$ cat config.mk
export PLATFORM = sky130hd
export DESIGN_NAME = pll_rst_sequencer
export DESIGN_NICKNAME = d
export VERILOG_FILES = /design/src/rtl/pll_rst_pkg.sv /design/src/rtl/sync_2ff.sv /design/src/rtl/pll_rst_sequencer.sv
export SDC_FILE = /design/constraint.sdc
export NUM_CORES = 1
export LEC_CHECK = 0
export CORE_MARGIN = 2
export CORE_UTILIZATION = 39
export CTS_BUF_LIST = sky130_fd_sc_hd__clkbuf_4
export CTS_CLUSTER_DIAMETER = 60
export CTS_CLUSTER_SIZE = 8
export DETAILED_ROUTE_END_ITERATION = 6
export GPL_TIMING_DRIVEN = 0
export SLEW_MARGIN = 10
export SYNTH_ARGS = -nofsm -noshare
export SYNTH_HDL_FRONTEND = slang
export SYNTH_SLANG_ARGS = --single-unit
$ cat constraint.sdc
create_clock -name CLK -period 4.8 [get_ports CLK]
set_input_delay 0.72 -clock CLK [delete_from_list [all_inputs] [get_ports CLK]]
set_output_delay 0.72 -clock CLK [all_outputs]
set_load 0.01 [all_outputs]
$ cat src/rtl/pll_rst_pkg.sv
// Shared types and sizing helpers for the PLL bring-up / staged reset sequencer.
package pll_rst_pkg;

    typedef enum logic [2:0] {
        S_PLLRST,
        S_WAITLK,
        S_FILT,
        S_REL,
        S_RUN,
        S_FAIL
    } state_t;

    localparam int RETRY_W = 4;

    // Width of the shared cycle counter: enough for the largest interval plus one spare bit.
    function automatic int cnt_w(input int a, input int b, input int c, input int d);
        int m;
        m = a;
        if (b > m) m = b;
        if (c > m) m = c;
        if (d > m) m = d;
        return $clog2(m) + 1;
    endfunction

endpackage

$ cat src/rtl/sync_2ff.sv
// Two-flop synchronizer bringing an asynchronous level into the CLK domain; clears on RST_X.
module sync_2ff (
    input  logic CLK,
    input  logic RST_X,
    input  logic d,
    output logic q
);

    logic meta;

    always_ff @(posedge CLK) begin
        if (!RST_X) begin
            meta <= 1'b0;
            q    <= 1'b0;
        end else begin
            meta <= d;
            q    <= meta;
        end
    end

endmodule

$ cat src/rtl/pll_rst_sequencer.sv
// PLL reset / lock qualification / ordered domain-reset release sequencer.
module pll_rst_sequencer
    import pll_rst_pkg::*;
#(
    parameter int NDOM       = 3,
    parameter int PLLRST_CYC = 16,
    parameter int LOCK_TO    = 65536,
    parameter int LOCK_FILT  = 256,
    parameter int DOM_GAP    = 128,
    parameter int MAX_RETRY  = 3
) (
    input  logic               CLK,
    input  logic               RST_X,
    input  logic               LOCKED,
    input  logic               SW_REQ,
    output logic               PLL_RST,
    output logic [NDOM-1:0]    RST_X_O,
    output logic               READY,
    output logic               FAIL,
    output logic [RETRY_W-1:0] RETRY_CNT
);

    localparam int                 CNT_W       = cnt_w(PLLRST_CYC, LOCK_TO, LOCK_FILT, DOM_GAP);
    localparam logic [CNT_W-1:0]   PLLRST_LAST = CNT_W'(PLLRST_CYC - 1);
    localparam logic [CNT_W-1:0]   LOCK_LAST   = CNT_W'(LOCK_TO - 1);
    localparam logic [CNT_W-1:0]   FILT_LAST   = CNT_W'(LOCK_FILT - 1);
    localparam logic [CNT_W-1:0]   GAP_LAST    = CNT_W'(DOM_GAP - 1);
    localparam logic [3:0]         LAST_DOM    = 4'(NDOM - 1);
    localparam logic [RETRY_W-1:0] RETRY_MAX   = RETRY_W'(MAX_RETRY);
    localparam logic [RETRY_W-1:0] RETRY_SAT   = {RETRY_W{1'b1}};

    state_t               state, state_nxt;
    logic [CNT_W-1:0]     cnt, cnt_nxt;
    logic [3:0]           dom_idx, dom_nxt;
    logic [RETRY_W-1:0]   retry, retry_nxt;
    logic                 lk_s;
    logic                 restart;
    logic                 pll_rst_nxt;
    logic [NDOM-1:0]      rst_x_o_nxt;
    logic                 ready_nxt;
    logic                 fail_nxt;

    sync_2ff u_lock_sync (
        .CLK   (CLK),
        .RST_X (RST_X),
        .d     (LOCKED),
        .q     (lk_s)
    );

    // State, counters and registered outputs; outputs are loaded from the decoded next state.
    always_ff @(posedge CLK) begin
        if (!RST_X) begin
            state   <= S_PLLRST;
            cnt     <= '0;
            dom_idx <= '0;
            retry   <= '0;
            PLL_RST <= 1'b1;
            RST_X_O <= '0;
            READY   <= 1'b0;
            FAIL    <= 1'b0;
        end else begin
            state   <= state_nxt;
            cnt     <= cnt_nxt;
            dom_idx <= dom_nxt;
            retry   <= retry_nxt;
            PLL_RST <= pll_rst_nxt;
            RST_X_O <= rst_x_o_nxt;
            READY   <= ready_nxt;
            FAIL    <= fail_nxt;
        end
    end

    assign RETRY_CNT = retry;

    // Lock loss and software request share one restart path, so coincident events restart once.
    always_comb begin
        state_nxt = state;
        cnt_nxt   = cnt + 1'b1;
        dom_nxt   = dom_idx;
        retry_nxt = retry;
        restart   = (state != S_FAIL) &&
                    (SW_REQ || (!lk_s && (state == S_REL || state == S_RUN)));

        if (restart) begin
            state_nxt = S_PLLRST;
            cnt_nxt   = '0;
            dom_nxt   = '0;
            retry_nxt = '0;
        end else begin
            case (state)
                S_PLLRST: begin
                    if (cnt == PLLRST_LAST) begin
                        state_nxt = S_WAITLK;
                        cnt_nxt   = '0;
                    end
                end
                S_WAITLK: begin
                    if (lk_s) begin
                        state_nxt = S_FILT;
                        cnt_nxt   = '0;
                    end else if (cnt == LOCK_LAST) begin
                        cnt_nxt = '0;
                        if (retry == RETRY_MAX) begin
                            state_nxt = S_FAIL;
                        end else begin
                            state_nxt = S_PLLRST;
                            retry_nxt = (retry == RETRY_SAT) ? retry : retry + 1'b1;
                        end
                    end
                end
                S_FILT: begin
                    if (!lk_s) begin
                        state_nxt = S_WAITLK;
                        cnt_nxt   = '0;
                    end else if (cnt == FILT_LAST) begin
                        cnt_nxt = '0;
                        dom_nxt = '0;
                        if (NDOM == 1) begin
                            state_nxt = S_RUN;
                            retry_nxt = '0;
                        end else begin
                            state_nxt = S_REL;
                        end
                    end
                end
                S_REL: begin
                    if (cnt == GAP_LAST) begin
                        cnt_nxt = '0;
                        dom_nxt = dom_idx + 4'd1;
                        if (dom_idx + 4'd1 == LAST_DOM) begin
                            state_nxt = S_RUN;
                            retry_nxt = '0;
                        end
                    end
                end
                S_RUN: begin
                    cnt_nxt = '0;
                end
                S_FAIL: begin
                    cnt_nxt = '0;
                end
                default: begin
                    state_nxt = S_PLLRST;
                    cnt_nxt   = '0;
                    dom_nxt   = '0;
                    retry_nxt = '0;
                end
            endcase
        end
    end

    // Domain i is released once the release index has reached it; everything is released in S_RUN.
    always_comb begin
        pll_rst_nxt = (state_nxt == S_PLLRST);
        ready_nxt   = (state_nxt == S_RUN);
        fail_nxt    = (state_nxt == S_FAIL);
        rst_x_o_nxt = '0;
        for (int i = 0; i < NDOM; i++) begin
            if (state_nxt == S_RUN || (state_nxt == S_REL && 4'(i) <= dom_nxt))
                rst_x_o_nxt[i] = 1'b1;
        end
    end

endmodule
==> flow_summary.toml <==
[status]
status = "finished, final reports clean"

[placed_design]
portBuffers = 13
place_congestion = 0.775
dpl.hpwl_um = 2830

[sta]
min_period_ns = 3.08
fmax_ghz = 0.324
fin_skew_ns = 0.00756
slew-limit-headroom = 0.530
worst_pin_slew_ns = 0.698
period_share = 0.642
drv_slew = 0
finalHoldViolCount = 0
setup_viol = 0
rsz0062_at_grt = "no"
tns_ns = 0

[die]
ios = 14
dieArea_um2 = 5540
core_um2 = 4750
die_h_um = 74.5
rows = 25
initial_core_util = 0.407
die_width_um = 74.5

[synth]
yosys_warnings = 0
yosysSeqAreaShare = 0.372
synth_edf_count = 0
synth_cell_types = 61
async_flop_share = 0
postSynthCellCount = 222
synth_top_area_share = 0.372
synth_area_per_cell_um2 = 8.72
synth-seq-cells = 36
netlist_top_cells_area = "dfxtp_1 37%, nor2_1 7.6%, xnor2_1 4.5%, ha_1 3.9%, inv_1 2.9%"
ys.flop_type = "dfxtp_1"
synth_fp_nets = 232
syn_area_um2 = 1940
synth_top_area_cell = "dfxtp_1"

[clock_tree]
clk_latency_ns = 0.34
cts_num_sinks = 36
ctsResizeCount = 0
cts-root-buf = "clkbuf_4"
postCtsHoldBufs = 0
clockBufferDepth = 2
post-cts-setup-buffers = 0
tritoncts = "done"
h-tree-depth = 2
cts_buffers = 5
clkSlewWorstSetupHoldPaths_ns = 0.11

[critical_path]
end_kind = "flip-flop"
slowest_stage = "nor3_1"
cp.required_ns = 5.04
worst-path-buf-inv = 1
cp_cell_sequence = "ha_1 > nand3_2 > nor3_1 > and3_2 > ha_1 > inv_1 > a2111oi_0 > o22ai_1 > a21oi_1 > nand2_1 > mux2_2"
start_kind = "flip-flop"
cp_top_family = "simple AND/OR/NAND/NOR gates"
cp_max_fo = 7
cpMostUsedCell = "ha_1"
cp_slowest_stage_delay_ns = 0.44
cp.arrival_ns = 3.32
crit_type = "reg -> reg"

[global_route]
grt_pass1_wl_um = 6560
grt_busiest_layer = "met2"
grtUsageMet3 = 0.0447
antenna_found_initial = 0
groute.usage.overall = 0.153
grt_pass1_vias = 1479
grt_max_degree = 12
overflow = 0
grt_util_met1 = 0.200
grt_util_met2 = 0.235

[routing]
wirelength_um = 3770
post_drt_wl_per_cell_um = 12.2
routed_via_density = 5.12
ant_nets = 0
drt_iter0_drc = 75
firstDrtPassIters = 4
drc_errors = 0
vias = 1588

[layout]
antenna_cells = 0
drive_gt1_frac = 0.115
area_growth_pct = 13.7
final_util = 0.463
nets = 252

[pwr]
power_mw = 0.468
max-vdd-ir-drop_v = 0.000147
powerDensity_nw_per_um2 = 213
p_leak_nw = 0.833

[min_path]
min_path_type = "reg -> reg"

[run]
drv_cap = 0
[cells in the mapped netlist (5+ instances only)]
cell type / n
nor2_1: 39
dfxtp_1: 36
inv_1: 15
xnor2_1: 10
nand2_1: 9
and3_1: 8
nand3_1: 8
and2_1: 6
ha_1: 6
a21oi_1: 5
xor2_1: 5
[path summary, 6_finish.rpt]
path              slack, ns                        start  cells past startpoint                   endpoint
setup reg to reg       1.72            cnt[0]$_SDFF_PP0_                     11  RETRY_CNT[2]$_SDFFE_PP0P_
hold / removal         0.45  u_lock_sync.meta$_SDFF_PN0_                      1   u_lock_sync.q$_SDFF_PN0_
hold reg to reg        0.45  u_lock_sync.meta$_SDFF_PN0_                      1   u_lock_sync.q$_SDFF_PN0_
setup / recovery       1.72            cnt[0]$_SDFF_PP0_                     11  RETRY_CNT[2]$_SDFFE_PP0P_
[state kept, by name, summed over array words and instances, names as in the netlist, 3 cells and up]
name / count
RETRY_CNT: 4
RST_X_O: 3
cnt: 17
dom_idx: 4
state: 3
[report_power, final]
part	internal [mW]	leakage (nW)	switching [mW]
registers	0.300	0.291	0.00163
clock network	0.0537	0.0324	0.0983
logic	0.00574	0.510	0.00847
[final cells by class]
| type | instances | area, um2 |
|---|---|---|
| Buffer | 5 | 26.3 |
| Clock buffer | 5 | 37.5 |
| Clock inverter | 3 | 13.8 |
| Fill cell | 516 | 2550 |
| Inverter | 15 | 56.3 |
| Multi-Input combinational cell | 166 | 1130 |
| Sequential cell | 36 | 721 |
| Tap cell | 67 | 83.8 |
| Timing Repair Buffer | 13 | 130 |
[metal layers]
metal	share of wire	routed length [um]
met1	0.50	1880
met2	0.44	1660
met3	0.041	153
met4	0.020	75
met5	0	0
[kinds of logic (layout without fill, tap and decap cells)]
family / count (synthesis) / in the layout / share of synthesized area
and+or+nand+nor: 104 / 104 / 0.295
AOI/OAI and AO/OA: 37 / 37 / 0.159
DFF: 36 / 36 / 0.372
buffers and inverters: 20 / 41 / 0.0427
xor gates and xnor gates: 15 / 15 / 0.0679
adders and majority gates: 6 / 6 / 0.0388
muxes: 4 / 4 / 0.0239
[stage by stage]
stage	cell area (um2)	worst slack, ns	cells	hold WS [ns]
final	2200	1.72	310	0.445
after detailed placement	2150	1.73	302	0.427
after global routing	2200	1.39	310	0.466
after CTS	2200	1.70	310	0.453
after global placement	2150	1.74	302	0.417
after floorplan	1940	2.15	222	0.412
[cell usage in the layout, fill, tap and decap left out, types with 4 or more instances in the layout]
master           synthesis  final
nor2_1                  39     39
dfxtp_1                 36     36
inv_1                   15     15
clkdlybuf4s50_1          0     13
xnor2_1                 10     10
nand2_1                  9      9
nand3_1                  8      8
and3_1                   8      8
and2_1                   6      6
ha_1                     6      6
a21oi_1                  5      5
xor2_1                   5      5
clkbuf_4                 0      5
nor3_1                   4      4
nor2b_1                  4      4
Note: power is estimated with default switching activity, not from simulation.
